$ cat src/rtl/router_top.sv
// router_top: 1-to-3 byte-serial packet router.
// A header byte carries the payload length and a 2-bit destination address.
// The packet (header, payload, parity byte) is copied into one of three 16-deep
// output FIFOs, and each FIFO is drained by its own read enable. The received
// parity byte is compared with the XOR of header and payload, and the result is
// reported on err. A FIFO that holds data nobody reads for SOFT_RESET_CYCLES
// clocks is flushed. If that FIFO is the current target, the packet is abandoned.
module router_top #(
  parameter int FIFO_DEPTH        = 16,
  parameter int SOFT_RESET_CYCLES = 30
) (
  input  logic       clk,
  input  logic       resetn,
  input  logic       packet_valid,
  input  logic [7:0] datain,
  input  logic       read_enb_0,
  input  logic       read_enb_1,
  input  logic       read_enb_2,
  output logic [7:0] data_out_0,
  output logic [7:0] data_out_1,
  output logic [7:0] data_out_2,
  output logic       vld_out_0,
  output logic       vld_out_1,
  output logic       vld_out_2,
  output logic       busy,
  output logic       err
);

  localparam int NUM_PORTS = 3;
  localparam int PTR_W     = (FIFO_DEPTH > 1) ? $clog2(FIFO_DEPTH) : 1;
  localparam int CNT_W     = $clog2(FIFO_DEPTH + 1);
  localparam int SOFT_W    = $clog2(SOFT_RESET_CYCLES + 1);

  typedef enum logic [2:0] {
    DECODE_ADDRESS,
    LOAD_FIRST_DATA,
    LOAD_DATA,
    FIFO_FULL_STATE,
    LOAD_AFTER_FULL,
    LOAD_PARITY,
    CHECK_PARITY_ERROR,
    WAIT_TILL_EMPTY
  } state_t;

  state_t r_state;
  state_t w_state_next;

  // Packet context, latched when the header is accepted
  logic [7:0] r_header;
  logic [1:0] r_addr;
  logic [7:0] r_calc_parity;
  logic [7:0] r_rx_parity;
  logic [7:0] r_hold;
  logic       r_hold_is_parity;
  logic       r_parity_seen;
  logic       r_err;

  // Per-FIFO status and control vectors, bit index = FIFO number
  logic [NUM_PORTS-1:0] w_rd_en;
  logic [NUM_PORTS-1:0] w_empty;
  logic [NUM_PORTS-1:0] w_full;
  logic [NUM_PORTS-1:0] w_flush;
  logic [NUM_PORTS-1:0] w_sel;
  logic [NUM_PORTS-1:0] w_hdr_sel;
  logic [7:0]           w_dout [NUM_PORTS];

  logic       w_hdr_valid;
  logic       w_hdr_empty;
  logic       w_tgt_empty;
  logic       w_tgt_full;
  logic       w_tgt_flush;
  logic       w_wr_req;
  logic [7:0] w_wr_data;
  logic [7:0] w_rx_parity;

  assign w_rd_en = {read_enb_2, read_enb_1, read_enb_0};

  // One-hot decode of the latched target and of the address in the incoming byte
  genvar gi;
  generate
    for (gi = 0; gi < NUM_PORTS; gi++) begin : g_sel
      assign w_sel[gi]     = (r_addr == 2'(gi));
      assign w_hdr_sel[gi] = (datain[1:0] == 2'(gi));
    end
  endgenerate

  assign w_hdr_valid = packet_valid && (datain[1:0] != 2'd3);
  assign w_hdr_empty = |(w_empty & w_hdr_sel);
  assign w_tgt_empty = |(w_empty & w_sel);
  assign w_tgt_full  = |(w_full & w_sel);
  assign w_tgt_flush = |(w_flush & w_sel);

  // The parity byte reaches LOAD_PARITY uncaptured only after a stall on the last payload
  assign w_rx_parity = (r_state == LOAD_PARITY && !r_parity_seen) ? datain : r_rx_parity;

  assign busy = (r_state != DECODE_ADDRESS) && (r_state != LOAD_DATA);
  assign err  = r_err;

  // State register
  always_ff @(posedge clk or posedge resetn) begin
    if (resetn) begin
      r_state <= DECODE_ADDRESS;
    end else begin
      r_state <= w_state_next;
    end
  end

  // Next-state logic; flushing the target FIFO abandons the packet in flight
  always_comb begin
    w_state_next = r_state;
    case (r_state)
      DECODE_ADDRESS: begin
        if (w_hdr_valid) begin
          w_state_next = w_hdr_empty ? LOAD_FIRST_DATA : WAIT_TILL_EMPTY;
        end
      end
      WAIT_TILL_EMPTY: begin
        if (w_tgt_empty) begin
          w_state_next = LOAD_FIRST_DATA;
        end
      end
      LOAD_FIRST_DATA: w_state_next = LOAD_DATA;
      LOAD_DATA: begin
        if (w_tgt_full) begin
          w_state_next = FIFO_FULL_STATE;
        end else if (!packet_valid) begin
          w_state_next = LOAD_PARITY;
        end
      end
      FIFO_FULL_STATE: begin
        if (!w_tgt_full) begin
          w_state_next = LOAD_AFTER_FULL;
        end
      end
      LOAD_AFTER_FULL: begin
        if (r_hold_is_parity) begin
          w_state_next = CHECK_PARITY_ERROR;
        end else if (packet_valid) begin
          w_state_next = LOAD_DATA;
        end else begin
          w_state_next = LOAD_PARITY;
        end
      end
      LOAD_PARITY:        w_state_next = CHECK_PARITY_ERROR;
      CHECK_PARITY_ERROR: w_state_next = DECODE_ADDRESS;
      default:            w_state_next = DECODE_ADDRESS;
    endcase
    if (r_state != DECODE_ADDRESS && w_tgt_flush) begin
      w_state_next = DECODE_ADDRESS;
    end
  end

  // Write request and data source toward the target FIFO
  always_comb begin
    w_wr_req  = 1'b0;
    w_wr_data = datain;
    case (r_state)
      LOAD_FIRST_DATA: begin
        w_wr_req  = 1'b1;
        w_wr_data = r_header;
      end
      LOAD_DATA: begin
        w_wr_req  = !w_tgt_full;
        w_wr_data = datain;
      end
      LOAD_AFTER_FULL: begin
        w_wr_req  = 1'b1;
        w_wr_data = r_hold;
      end
      default: begin
        w_wr_req  = 1'b0;
        w_wr_data = datain;
      end
    endcase
  end

  // Header latch, running parity, stall hold register and error flag
  always_ff @(posedge clk or posedge resetn) begin
    if (resetn) begin
      r_header         <= '0;
      r_addr           <= '0;
      r_calc_parity    <= '0;
      r_rx_parity      <= '0;
      r_hold           <= '0;
      r_hold_is_parity <= 1'b0;
      r_parity_seen    <= 1'b0;
      r_err            <= 1'b0;
    end else begin
      case (r_state)
        DECODE_ADDRESS: begin
          if (w_hdr_valid) begin
            r_header         <= datain;
            r_addr           <= datain[1:0];
            r_calc_parity    <= datain;
            r_hold_is_parity <= 1'b0;
            r_parity_seen    <= 1'b0;
            r_err            <= 1'b0;
          end
        end
        LOAD_DATA: begin
          // The byte is consumed here whether it is written now or held for later
          if (packet_valid) begin
            r_calc_parity <= r_calc_parity ^ datain;
          end else begin
            r_rx_parity   <= datain;
            r_parity_seen <= 1'b1;
          end
          if (w_tgt_full) begin
            r_hold           <= datain;
            r_hold_is_parity <= !packet_valid;
          end
        end
        LOAD_PARITY: begin
          if (!r_parity_seen) begin
            r_rx_parity   <= datain;
            r_parity_seen <= 1'b1;
          end
        end
        default: begin
          r_hold <= r_hold;
        end
      endcase
      if (w_state_next == CHECK_PARITY_ERROR && r_state != CHECK_PARITY_ERROR) begin
        r_err <= (w_rx_parity != r_calc_parity);
      end
    end
  end

  // Three identical output FIFOs, each with its own idle watchdog
  generate
    for (gi = 0; gi < NUM_PORTS; gi++) begin : g_fifo
      logic [7:0]        r_mem [FIFO_DEPTH];
      logic [PTR_W-1:0]  r_wr_ptr;
      logic [PTR_W-1:0]  r_rd_ptr;
      logic [CNT_W-1:0]  r_count;
      logic [7:0]        r_dout;
      logic [SOFT_W-1:0] r_idle_cnt;
      logic              w_we;
      logic              w_re;

      assign w_empty[gi] = (r_count == '0);
      assign w_full[gi]  = (r_count == CNT_W'(FIFO_DEPTH));
      assign w_flush[gi] = !w_empty[gi] && !w_rd_en[gi] &&
                           (r_idle_cnt == SOFT_W'(SOFT_RESET_CYCLES - 1));
      assign w_we        = w_wr_req && w_sel[gi] && !w_full[gi] && !w_flush[gi];
      assign w_re        = w_rd_en[gi] && !w_empty[gi];
      assign w_dout[gi]  = r_dout;

      // Storage array, written only; no reset so it maps onto RAM
      always_ff @(posedge clk) begin
        if (w_we) begin
          r_mem[r_wr_ptr] <= w_wr_data;
        end
      end

      // Pointers, occupancy, registered read data and idle watchdog
      always_ff @(posedge clk or posedge resetn) begin
        if (resetn) begin
          r_wr_ptr   <= '0;
          r_rd_ptr   <= '0;
          r_count    <= '0;
          r_dout     <= '0;
          r_idle_cnt <= '0;
        end else if (w_flush[gi]) begin
          r_wr_ptr   <= '0;
          r_rd_ptr   <= '0;
          r_count    <= '0;
          r_idle_cnt <= '0;
        end else begin
          if (w_we) begin
            r_wr_ptr <= (r_wr_ptr == PTR_W'(FIFO_DEPTH - 1)) ? '0 : r_wr_ptr + PTR_W'(1);
          end
          if (w_re) begin
            r_rd_ptr <= (r_rd_ptr == PTR_W'(FIFO_DEPTH - 1)) ? '0 : r_rd_ptr + PTR_W'(1);
            r_dout   <= r_mem[r_rd_ptr];
          end
          case ({w_we, w_re})
            2'b10:   r_count <= r_count + CNT_W'(1);
            2'b01:   r_count <= r_count - CNT_W'(1);
            default: r_count <= r_count;
          endcase
          if (!w_empty[gi] && !w_rd_en[gi]) begin
            r_idle_cnt <= r_idle_cnt + SOFT_W'(1);
          end else begin
            r_idle_cnt <= '0;
          end
        end
      end
    end
  endgenerate

  assign data_out_0 = w_dout[0];
  assign data_out_1 = w_dout[1];
  assign data_out_2 = w_dout[2];
  assign vld_out_0  = !w_empty[0];
  assign vld_out_1  = !w_empty[1];
  assign vld_out_2  = !w_empty[2];

endmodule

$ cat config.mk
export PLATFORM = sky130hd
export DESIGN_NAME = router_top
export DESIGN_NICKNAME = d
export VERILOG_FILES = /design/src/rtl/router_top.sv
export SDC_FILE = /design/constraint.sdc
export NUM_CORES = 1
export LEC_CHECK = 0
export ABC_AREA = 0
export BUFFER_PORTS_ARGS = -buffer_cell sky130_fd_sc_hd__buf_2
export CAP_MARGIN = 20
export CORE_ASPECT_RATIO = 0.5
export CORE_MARGIN = 5
export CORE_UTILIZATION = 38
export CTS_CLUSTER_SIZE = 20
export DETAILED_ROUTE_END_ITERATION = 12
export GPL_TIMING_DRIVEN = 0
export SLEW_MARGIN = 40
export SYNTH_ARGS = -nofsm -noshare
export SYNTH_HDL_FRONTEND = slang
export SYNTH_SLANG_ARGS = --single-unit
$ cat constraint.sdc
create_clock -name clk -period 4.15 [get_ports clk]
set_input_delay 0.415 -clock clk [delete_from_list [all_inputs] [get_ports clk]]
set_output_delay 0.415 -clock clk [all_outputs]
set_load 0.05 [all_outputs]
# After elaboration in Yosys (flattened, before gate mapping)
# Memories as Yosys holds them, arrays and structs flattened. A register that Yosys moved wholly into a read port is not among the register bits.
# Index checks and enable logic that the tools add are counted.
# classes
add_sub_neg	15
n_mul	0
n_div	0
magnitude_cmp	0
n_eq_ne	39
n_shift	0
mux	62
n_bitwise	8
reduce_logical	74
# ops
op	count
4-bit two-way mux	18
8-bit case mux with 2 select lines	3
5-bit two-way mux	9
8-bit two-way mux	5
5-bit by 1-bit adder with 5-bit output (second input constant)	6
5-bit equality test (second input constant)	6
5-bit case mux with 2 select lines	3
3-bit two-way mux	9
4-bit by 1-bit adder with 4-bit output (second input constant)	6
4-bit equality test (second input constant)	6
3-bit case mux with 8 select lines	1
1-bit logical AND	23
2-bit nonzero test	10
3-bit equality test (second input constant)	5
1-bit zero test	15
5-bit zero test	3
3-bit nonzero test	5
5-bit by 1-bit subtractor with 5-bit output (second input constant)	3
3-bit bitwise AND	4
2-bit inequality test (second input constant)	6
2-bit AND reduction	6
3-bit AND reduction	4
3-bit OR reduction	4
1-bit two-way mux	11
14 further kinds	27
# word_totals
reg_bits	94
latchBits	0
ram_bits	384
romBits	0
in_bits	14
out_inout_bits	29
n_memories	3
# memory_table
memory	depth	width	rd	rd_ports_with_merged_regs	wr	line	text
g_fifo[0].r_mem	16	8	1	1	1	232	logic [7:0] r_mem [FIFO_DEPTH];
g_fifo[1].r_mem	16	8	1	1	1	232	
g_fifo[2].r_mem	16	8	1	1	1	232	

# Longest topological paths before layout
# Gate-level depths: netlist (run 1).
# depth
depth_word	12
mapped_depth	13
depth_no_buf	12

# Worst setup path after synthesis (run 1)
# No wires, ideal clock.
# synth_timing
kind	reg2reg
startpoint	register r_state[2]
endpoint	memory g_fifo[0].r_mem[0][0] (data pin)
t_arrival_ns	2.801
slack_ns	0.771
stages_incl_launch_ff	6
n_path_buf	2
path_cell_list	dfrtp_1 -> buf_2 -> nor2b_1 -> buf_2 -> a22oi_1 -> o21ai_0
# synth_via
elab_chain_len	2
word_cells_on_any_way	3
# synth_lines
item	line	text
start, declared	45	state_t r_state;
start signal, assigned	104	r_state <= w_state_next;
3-bit equality test / 3-bit by 1-bit equality test with 1-bit output (equally long branches)	157	case (r_state)
8-bit case mux with 2 select lines *	157	
net w_wr_data[0]	73	logic [7:0] w_wr_data;
end, declared	232	
# The timed path passes the listed nets; every way through them passes the cells marked *.

# Worst setup path in the final report (run 1)
# layout_timing
startpoint	register g_fifo[2].r_count[2]
endpoint	memory g_fifo[1].r_mem[14][4] (enable)
# layout_via
elab_chain_len	10
# layout_lines
item	line	text
start, declared	235	logic [CNT_W-1:0] r_count;
start signal, assigned	278	2'b10: r_count <= r_count + CNT_W'(1);
start signal, assigned	279	2'b01: r_count <= r_count - CNT_W'(1);
start signal, assigned	280	default: r_count <= r_count;
5-bit equality test	242	assign w_full[gi] = (r_count == CNT_W'(FIFO_DEPTH));
3-bit bitwise AND	90	assign w_tgt_full = |(w_full & w_sel);
3-bit OR reduction	90	
1-bit zero test	163	w_wr_req = !w_tgt_full;
1-bit case mux with 2 select lines	157	
1-bit logical AND (3 in a row)	245	assign w_we = w_wr_req && w_sel[gi] && !w_full[gi] && !w_flush[gi];
1-bit two-way mux	251	if (w_we) begin
1-bit two-way mux (not written as such)	252	r_mem[r_wr_ptr] <= w_wr_data;
end, declared	232	
# No other way between the ends.

==> results.md, run 1 <==
* 1st-iter DRT viols at 997
* Sequential-to-total area share from yosys stat at 68.5%
* Post-place instance area at 0.0229 sq mm
* CTS tree: done
* Sequential Power Share at 39.2%
* Antenna diode count at 0
* All-Layer GR Usage at 15.5%
* Die Area at roughly 0.061 sq mm
* Part of the power in combinational logic at 38.0%
* Final setup viols at 0
* Crit-path max cell delay at roughly 0.72 ns
* Mapped cell area at 0.0211 sq mm
* Cell-internal power at 11800 uW
* Pre-CTS setup slack at 0.613 ns
* Total wire length at between 40 and 50 mm
* Fmax at between 0.2 and 0.3 GHz
* Data arrival, critical path at ~3.8 ns
* Nets at 1460
* Worst hold path class: input port to register
* CP startpoint: g_fifo[2].r_count[2]
* HPWL after DPL at approximately 32 mm
* Worst slew pin tran at approximately 0.86 ns
* Critical path class: register to register
* # IOs at 43
* Initial antenna violation count at 0
* Row cnt at 61
* Critical path's slowest cell: nor3_2
* Min Tclk post-route at 3.56 ns
* Grt ovf at 0
* Worst hold start: datain[4]
* Result of the run: complete, no violations
* Worst setup EP type: register
* Skew-Pair Late Insertion Delay at 0.59 ns
* Clock root buffer: clkbuf_16
* Psw at between 6000 and 7000 uW
* Post-synth top flop: edfxtp_1
* Sw frac at 35.8%
* Most frequent cells in the layout: 384 x edfxtp_1, 133 x nand2_1, 120 x mux4_2, 116 x dfrtp_1, 72 x buf_2
* Synthesized Nets at 1333
* Critical Path RT at around 4.4 ns
* FF-to-FF setup slack at between 0.5 and 0.6 ns
* Ys async rst share at 23.2%
* Synthesized area per cell at between 15 and 20 sq um
* Clock buffer depth at 3
* Via-per-instance ratio at 5.28
* Crit start category: register
* RSZ-0062 raised after global routing: no
* Post-route DRC at 0
* Worst VDD drop at between 0.4 and 0.5 mV
* WL per Instance at 21.0 um
* Starting Density at between 30% and 40%
* Syn-to-layout area delta at 16.0%
* FF-to-FF End: g_fifo[1].r_mem[14][4]
* Syn Inst Count at 1292
* Layout cells sized above 1 at approximately a quarter
* TritonRoute pass-1 iters at 5
* First-pass GRT wire length at ~73 mm
* Post-Layout Inst Area at 0.0244 sq mm
* Port buffer count at 39
* Max-cap violations at 0
* Clock transition at path regs at ~0.060 ns
* Critical path peak fanout at 10
* Final Max Slew Viols at 0
* Chip Width at 343 um
* CP endpoint: g_fifo[1].r_mem[14][4]
* Most common cell after layout, fill and taps aside: edfxtp_1
* Core Region at 0.0553 sq mm
* Post-synthesis register bit count at 500
* Cell area power density at 751 mW/mm^2
* Clk sinks at 500
* Leak at ~0.0085 uW
* Netlist cell types at 67
* Fin crit share at 85.9%
* Final GP Congestion at 0.810
* Vias in the first global route at 12000
* CTS H-tree depth at 2
* Relative slew slack at 42.6%
* ANT nets after route at 0
* Final hold vios at 0
* Yosys Warn Count at 0
* Largest net degree at the start of global routing at 68
* Via count at between 10000 and 15000
* Final setup margin at between 0.5 and 0.6 ns
* Post-synth EDFFs at 384
* Total CTS buffers at 47
* Cell breakdown of the critical path: clkbuf_1 > nor4_2 > a32oi_1 > o211ai_2 > a221oi_4 > buf_2 > nand3_1 > nor3_2
* Clock Power Share at between 20% and 30%
* Reg2reg path depth at 8
* Die Ht at 177 um
* FF-to-FF Start: g_fifo[2].r_count[2]
* Clk_skew at 0.0296 ns
-- per-layer routing --
| layer | GRT usage, % | vias to the layer above | share of wire [%] |
|---|---|---|---|
| met4 | 3.62 | 0 | 2.0 |
| met3 | 2.55 | 60 | 5.4 |
| met5 | 0 | - | 0 |
| met2 | 26.2 | 313 | 49 |
| li1 | - | 5254 | - |
| met1 | 21.4 | 6054 | 43 |
-- power by group through the flow --
stage	registers, uW	clock network [uW]	logic [uW]
after floorplan	7700	0	4190
after global placement	7460	0	6210
after detailed placement	7290	0	7010
after CTS	7190	4280	7030
after global routing	7280	4500	7560
final	7200	4190	6980
-- metrics by stage --
step / cells / util, % / hold slack, ns / power [uW] / TNS, ns
final: 2214 / 44.2 / 0.143 / 18400 / 0
after detailed placement: 2124 / 41.5 / 0.461 / 14300 / 0
after global routing: 2214 / 44.2 / 0.121 / 19300 / 0
after global placement: 2087 / 40.2 / 0.459 / 13700 / -917.68
after floorplan: 1292 / - / 0.450 / 11900 / 0
after CTS: 2213 / 44.2 / 0.115 / 18500 / 0
-- synth_stat cells, drive strengths merged, types with 5 or more instances --
cell type / count / area [sq um]
nor3: 21 / 105
and2: 20 / 125
clkbuf: 45 / 170
or4: 5 / 37.5
o21ai: 44 / 220
mux2: 30 / 338
nand3: 23 / 115
nor2b: 7 / 43.8
xnor2: 9 / 78.8
a31oi: 8 / 50.1
nand4: 7 / 43.8
nor2: 62 / 233
dfrtp: 116 / 2900
buf: 19 / 96.3
mux4: 120 / 2700
nand2b: 6 / 37.5
a21oi: 38 / 190
xor2: 29 / 254
nand2: 135 / 512
ha: 27 / 338
edfxtp: 384 / 11500
nor4: 16 / 136
mux2i: 7 / 70.1
inv: 45 / 169
a22oi: 8 / 60.1
-- logic make-up (layout without fill, tap and decap cells) --
| kind of cell | count (synthesis) | after routing | synth area share [%] |
|---|---|---|---|
| simple gates | 317 | 317 | 7.08 |
| flops | 500 | 500 | 68.5 |
| mux | 157 | 157 | 14.8 |
| buf+inv | 109 | 275 | 2.07 |
| xor+xnor | 38 | 38 | 1.58 |
| fa+ha+maj | 27 | 27 | 1.60 |
| compound gates | 144 | 144 | 4.47 |
-- registers in the layout, summed over array words and instances (netlist names) --
register	count
err	1
g_fifo.r_mem	384
g_fifo.r_wr_ptr	12
r_hold_is_parity	1
g_fifo.r_rd_ptr	12
r_hold	8
g_fifo.r_count	15
data_out_2	8
data_out_0	8
data_out_1	8
g_fifo.r_idle_cnt	15
r_header	8
r_calc_parity	8
r_state	3
r_parity_seen	1
r_rx_parity	8
-- area by class of cell --
class / instances / area [sq um]
clock inverters: 22 / 154
flip-flops and latches: 500 / 14400
multi-input cells: 683 / 6460
clock buffers: 66 / 1350
inverters: 45 / 176
well taps: 756 / 946
fillers: 4826 / 30800
repair buffers: 78 / 659
plain buffers: 64 / 269
-- critical path: cells and delay by family (launching register included) --
| kind | cells | cell delay, ns |
|---|---|---|
| DFF | 1 | 0.32 |
| and+or+nand+nor | 3 | 1.26 |
| buffers and inverters | 2 | 0.69 |
| AOI/OAI and AO/OA | 3 | 0.95 |
-- worst min-delay path by stage --
stage,to,cells past startpoint,slack (ns)
finish,r_calc_parity[4],3,0.14
global route,r_calc_parity[4],3,0.12
CTS,r_calc_parity[4],3,0.11
detailed placement,data_out_2[0],2,0.46
global placement,data_out_1[5],2,0.46
floorplan,r_hold[0],2,0.45
-- repair_timing --
item                       4_1_cts  5_1_grt
hold buffers                     1        0
hold endpoints to repair        49        0
buffers inserted                 0        0
resized for setup                0        0
setup endpoints to repair        0        0
No activity file was read; power rests on OpenSTA's default activity.
==> run 2: changes to the inputs <==
CORE_MARGIN = not set   (was 5)
==> results.md, run 2 (synthesized netlist as in run 1, its figures left out) <==
* Result of the run: complete, no violations (unchanged)
* Setup_tns at 0 ns (unchanged)
* Grt ovf at 0 (unchanged)
* Starting Density at 38.8% (was 38.2%)
* Crit start category: register (unchanged)
* Core Region at 0.0543 sq mm (was 0.0553 sq mm)
* Worst hold path class: input port to register (unchanged)
* Worst hold start: datain[4] (unchanged)
* Total CTS buffers at 47 (unchanged)
* WL per Instance at 20.9 um (was 21.0 um)
* Final GP Congestion at 0.821 (was 0.810)
* Biggest regs: g_fifo.r_mem: 384 flops, g_fifo.r_count: 15 flops, g_fifo.r_idle_cnt: 15 flops (unchanged)
* Layout cells sized above 1 at 24.7% (was 25.4%)
* FF-to-FF Start: g_fifo[2].r_count[2] (unchanged)
* Leak at 0.00846 uW (was 0.00852 uW)
* Worst VDD drop at 0.337 mV (was 0.403 mV)
* CTS tree: done (unchanged)
* Critical path peak fanout at 10 (unchanged)
* Reg2reg path depth at 8 (unchanged)
* Clock transition at path regs at 0.06 ns (about the same)
* Final Util at 44.8% (was 44.2%)
* Via-per-instance ratio at 5.33 (was 5.28)
* Final hold vios at 0 (unchanged)
* Setup bufs post-CTS at 0 (unchanged)
* FILL cells at 4634 (was 4826)
* Reg area at 0.0144 sq mm (unchanged)
* Max-cap violations at 0 (unchanged)
* Chip Width at 335 um (was 343 um)
* Sequential Power Share at 39.1% (was 39.2%)
* Area of the multi-input gates at 0.00647 sq mm (was 0.00646 sq mm)
* Data arrival, critical path at 3.92 ns (was 3.78 ns)
* ANT nets after route at 0 (unchanged)
* Post-cts sizing count at 0 (unchanged)
* Hold depth at 3 (unchanged)
* Min Tclk post-route at 3.72 ns (was 3.56 ns)
* FF-to-FF End: g_fifo[1].r_mem[7][6] (was g_fifo[1].r_mem[14][4])
* Worst slew pin tran at 0.873 ns (was 0.858 ns)
* Skew-Pair Late Insertion Delay at 0.57 ns (was 0.59 ns)
* # IOs at 43 (unchanged)
* Fin crit share at 89.7% (was 85.9%)
* All-Layer GR Usage at 16.4% (was 15.5%)
* Critical path class: register to register (unchanged)
* Port buffer count at 39 (unchanged)
* Fmax at 0.269 GHz (was 0.281 GHz)
* Final Max Slew Viols at 0 (unchanged)
* Psw at 6550 uW (was 6570 uW)
* Die Area at 0.0565 sq mm (was 0.0606 sq mm)
* Clock root buffer: clkbuf_16 (unchanged)
* Hold Path End: r_calc_parity[4] (unchanged)
* Row cnt at 60 (was 61)
* Clk sinks at 500 (unchanged)
* Die Ht at 169 um (was 177 um)
* Critical Path RT at 4.35 ns (was 4.37 ns)
* Largest Register: g_fifo.r_mem (unchanged)
* RSZ-0062 raised after global routing: no (unchanged)
* Nets at 1455 (was 1460)
* Antenna diode count at 0 (unchanged)
* First-pass GRT wire length at 70.9 mm (was 72.5 mm)
* Cell area power density at 756 mW/mm^2 (was 751 mW/mm^2)
* Sw frac at 35.6% (was 35.8%)
* Worst setup EP type: register (unchanged)
* Total wire length at 45.8 mm (was 46.4 mm)
* Final setup viols at 0 (unchanged)
* Vias in the first global route at 11900 (was 12000)
* Clock Power Share at 23.1% (was 22.8%)
* Most common cell after layout, fill and taps aside: edfxtp_1 (unchanged)
* Final cell count without fillers at 2194 (was 2214)
* CTS H-tree depth at 2 (unchanged)
* Largest register FFs at 384 (unchanged)
* Clock buffer depth at 3 (unchanged)
* Power Total at 18400 uW (about the same)
* Cell-internal power at 11800 uW (about the same)
* Part of the power in combinational logic at 37.8% (was 38.0%)
* Initial antenna violation count at 0 (unchanged)
* HPWL after DPL at 31.4 mm (was 31.7 mm)
* TritonRoute pass-1 iters at 6 (was 5)
* 1st-iter DRT viols at 979 (was 997)
* Clk_skew at 0.0220 ns (was 0.0296 ns)
* Most frequent cells in the layout: 384 x edfxtp_1, 133 x nand2_1, 120 x mux4_2, 116 x dfrtp_1, 71 x buf_2 (was 384 x edfxtp_1, 133 x nand2_1, 120 x mux4_2, 116 x dfrtp_1, 72 x buf_2)
* FF-to-FF setup slack at 0.43 ns (was 0.59 ns)
* Syn-to-layout area delta at 15.4% (was 16.0%)
* Relative slew slack at 41.5% (was 42.6%)
* Largest net degree at the start of global routing at 68 (unchanged)
* Post-route DRC at 0 (unchanged)
* Via count at 11700 (about the same)
* Placed insts at 2107 (was 2124)
[run 2: power groups by stage]
stage                     Sequential, uW  Clock, uW  Combinational (uW)
after floorplan                     7700          0                4190
after global placement              7470          0                6240
after detailed placement            7290          0                6940
after CTS                           7190       4320                6970
after global routing                7270       4510                7520
final                               7190       4250                6940
[run 2: through the flow]
stage                     setup slack (ns)  cell area, sq um  hold WS [ns]
after floorplan                      0.663             21100         0.450
after detailed placement             0.602             22800         0.457
final                                0.426             24300         0.148
after CTS                            0.584             24300         0.127
after global placement               -2.85             22200         0.456
after global routing                 0.244             24300         0.157
[run 2: worst max path at each step]
stage / start / end / slack [ns] / depth (start not counted)
after floorplan: resetn / data_out_0[0] / 0.66 / 1
after global placement: r_state[2] / g_fifo[1].r_mem[0][4] / -2.85 / 5
after detailed placement: r_state[0] / g_fifo[1].r_mem[6][4] / 0.60 / 8
after CTS: r_state[0] / g_fifo[1].r_mem[6][6] / 0.58 / 8
after global routing: g_fifo[2].r_count[2] / g_fifo[1].r_mem[13][5] / 0.24 / 8
final: g_fifo[2].r_count[2] / g_fifo[1].r_mem[7][6] / 0.43 / 8
[run 2: worst max-delay path: stages (launching register included)]
cell and delay [ns]:
dfrtp_1 0.32, clkbuf_1 0.29, nor4_2 0.13, a32oi_1 0.26, o211ai_2 0.15, a221oi_4 0.55, buf_2 0.36, nand3_1 0.46
nor3_2 0.83
[run 2: final cells by class]
class / instances / share of cell area (%)
Sequential cell: 500 / 59.3
Multi-Input combinational cell: 683 / 26.6
Clock buffer: 59 / 5.06
Tap cell: 744 / 3.83
Timing Repair Buffer: 73 / 2.31
Buffer: 64 / 1.11
Clock inverter: 26 / 1.08
Inverter: 45 / 0.725
[run 2: routing by layer]
layer	vias up	routed length [um]	global-route usage [%]
li1	5231	-	-
met1	6088	20200	22.4
met2	293	22300	27.2
met3	78	2220	2.65
met4	0	1060	4.59
met5	-	0	0
[run 2: what timing repair did]
| action | in CTS | in global routing |
|---|---|---|
| hold buffers | 1 | 0 |
| setup endpoints to repair | 0 | 0 |
| endpoints found under the hold margin | 66 | 0 |
==> run 3: changes to the inputs <==
BUFFER_PORTS_ARGS = -buffer_cell sky130_fd_sc_hd__buf_4   (was -buffer_cell sky130_fd_sc_hd__buf_2)
==> results.md, run 3 (synthesized netlist as in run 1, its figures left out) <==
* Largest register FFs at 384 (unchanged)
* Starting Density at 38.8% (unchanged)
* Die Area at 0.0565 sq mm (unchanged)
* Fin crit share at 88.1% (was 89.7%)
* Initial antenna violation count at 0 (unchanged)
* Chip Width at 335 um (unchanged)
* RSZ-0062 raised after global routing: no (unchanged)
* Via-per-instance ratio at 5.35 (was 5.33)
* First-pass GRT wire length at 71.4 mm (was 70.9 mm)
* Relative slew slack at 45.1% (was 41.5%)
* Hold Path End: r_calc_parity[4] (unchanged)
* FF-to-FF Start: r_state[2] (was g_fifo[2].r_count[2])
* Worst slew pin tran at 0.819 ns (was 0.873 ns)
* Core Region at 0.0543 sq mm (unchanged)
* Antenna diode count at 0 (unchanged)
* Sw frac at 35.3% (was 35.6%)
* Total wire length at 45.9 mm (was 45.8 mm)
* Clock Power Share at 23.7% (was 23.1%)
* Hold depth at 3 (unchanged)
* Post-route DRC at 0 (unchanged)
* Psw at 6590 uW (was 6550 uW)
* Leak at 0.00854 uW (was 0.00846 uW)
* Largest Register: g_fifo.r_mem (unchanged)
* Power Total at 18700 uW (was 18400 uW)
* Max-cap violations at 0 (unchanged)
* Data arrival, critical path at 3.85 ns (was 3.92 ns)
* FF-to-FF End: g_fifo[1].r_mem[6][4] (was g_fifo[1].r_mem[7][6])
* Critical path peak fanout at 10 (unchanged)
* # IOs at 43 (unchanged)
* Final hold vios at 0 (unchanged)
* CTS tree: done (unchanged)
* Worst setup EP type: register (unchanged)
* FF-to-FF setup slack at 0.49 ns (was 0.43 ns)
* Fmax at 0.273 GHz (was 0.269 GHz)
* All-Layer GR Usage at 16.4% (about the same)
* ANT nets after route at 0 (unchanged)
* WL per Instance at 20.9 um (about the same)
* 1st-iter DRT viols at 1027 (was 979)
* Final GP Congestion at 0.837 (was 0.821)
* Largest net degree at the start of global routing at 67 (was 68)
* Part of the power in combinational logic at 37.7% (was 37.8%)
* Clk sinks at 500 (unchanged)
* Total CTS buffers at 47 (unchanged)
* Port buffer count at 39 (unchanged)
* Skew-Pair Late Insertion Delay at 0.57 ns (about the same)
* Layout cells sized above 1 at 25.2% (was 24.7%)
* Grt ovf at 0 (unchanged)
* Final cell count without fillers at 2199 (was 2194)
* Worst hold start: datain[4] (unchanged)
* Cell-internal power at 12100 uW (was 11800 uW)
* FILL cells at 4605 (was 4634)
* Placed insts at 2109 (was 2107)
* Nets at 1458 (was 1455)
* Cell area power density at 761 mW/mm^2 (was 756 mW/mm^2)
* Clock buffer depth at 3 (unchanged)
* Most common cell after layout, fill and taps aside: edfxtp_1 (unchanged)
* Min Tclk post-route at 3.66 ns (was 3.72 ns)
* Crit start category: register (unchanged)
* Sequential Power Share at 38.6% (was 39.1%)
* Result of the run: complete, no violations (unchanged)
* Clock transition at path regs at 0.06 ns (about the same)
* Die Ht at 169 um (unchanged)
* TritonRoute pass-1 iters at 5 (was 6)
* CTS H-tree depth at 2 (unchanged)
* Worst VDD drop at 0.349 mV (was 0.337 mV)
* Biggest regs: g_fifo.r_mem: 384 flops, g_fifo.r_count: 15 flops, g_fifo.r_idle_cnt: 15 flops (unchanged)
* Vias in the first global route at 12100 (was 11900)
* Most frequent cells in the layout: 384 x edfxtp_1, 133 x nand2_1, 120 x mux4_2, 116 x dfrtp_1, 56 x nor2_1 (was 384 x edfxtp_1, 133 x nand2_1, 120 x mux4_2, 116 x dfrtp_1, 71 x buf_2)
* Row cnt at 60 (unchanged)
* Reg2reg path depth at 8 (unchanged)
* Critical Path RT at 4.34 ns (was 4.35 ns)
* Critical path class: register to register (unchanged)
* Clk_skew at 0.0284 ns (was 0.0220 ns)
* HPWL after DPL at 31.3 mm (was 31.4 mm)
* Final Max Slew Viols at 0 (unchanged)
* Post-Layout Inst Area at 0.0245 sq mm (was 0.0243 sq mm)
* Post-place instance area at 0.0229 sq mm (was 0.0228 sq mm)
* Worst hold path class: input port to register (unchanged)
* Via count at 11800 (was 11700)
* Syn-to-layout area delta at 16.4% (was 15.4%)
* Clock root buffer: clkbuf_16 (unchanged)
* Final setup viols at 0 (unchanged)
* Setup_tns at 0 ns (unchanged)
-- run 3: cell count changes in the layout (fill, tap and decap cells not counted), moves of 2 or more --
cell	previous run	this run
bufinv_16	5	7
buf_4	1	45
clkinvlp_4	0	2
clkinv_1	9	7
buf_2	71	30
-- run 3: metal layers --
metal,part of all wire (%),GRT usage (%)
met5,0,0
met4,1.8,3.53
met3,5.0,2.41
met2,49,27.3
met1,44,23.1
-- run 3: worst max-delay path by stage --
stage	from	to	slack (ns)	cells after the start
6_report	r_state[2]	g_fifo[1].r_mem[6][4]	0.49	8
5_1_grt	r_state[2]	g_fifo[1].r_mem[6][4]	0.22	8
4_1_cts	r_state[2]	g_fifo[1].r_mem[9][4]	0.61	8
3_5_place_dp	g_fifo[2].r_count[2]	g_fifo[1].r_mem[9][1]	0.61	8
3_3_place_gp	r_state[2]	g_fifo[0].r_mem[0][5]	-2.65	5
2_1_floorplan	resetn	data_out_0[0]	0.66	1
-- run 3: through the flow --
stage | setup WS [ns] | utilization, % | hold slack, ns
floorplan | 0.663 | - | 0.450
global placement | -2.65 | 41.1 | 0.462
detailed placement | 0.605 | 42.2 | 0.467
CTS | 0.608 | 45.2 | 0.125
global route | 0.219 | 45.2 | 0.146
finish | 0.493 | 45.2 | 0.142
-- run 3: what timing repair did --
action,CTS,global route
endpoints found under the hold margin,65,0
resized for setup,0,0
buffers inserted,0,0
hold buffers,1,0
-- run 3: layout make-up --
type | instances | area (sq um) | area share (%)
Buffer | 64 | 269 | 1.10
Clock inverter | 30 | 340 | 1.39
Multi-Input combinational cell | 683 | 6460 | 26.3
Inverter | 45 | 176 | 0.719
Sequential cell | 500 | 14400 | 58.8
Timing Repair Buffer | 76 | 699 | 2.85
Clock buffer | 57 | 1230 | 5.03
Tap cell | 744 | 931 | 3.79
-- run 3: critical path, cell delays in order, from the launching register on --
cell	delay, ns
dfrtp_1	0.38
buf_2	0.17
nor2_1	0.22
and2_1	0.26
o211ai_2	0.14
a221oi_4	0.53
buf_2	0.35
nand3_1	0.44
nor3_2	0.78
-- run 3: power by group through the flow --
stage / combinational [uW] / sequential [uW] / clock [uW]
2_1_floorplan: 4190 / 7700 / 0
3_3_place_gp: 6320 / 7470 / 0
3_5_place_dp: 7050 / 7310 / 0
4_1_cts: 7070 / 7210 / 4510
5_1_grt: 7630 / 7290 / 4680
6_report: 7040 / 7220 / 4430
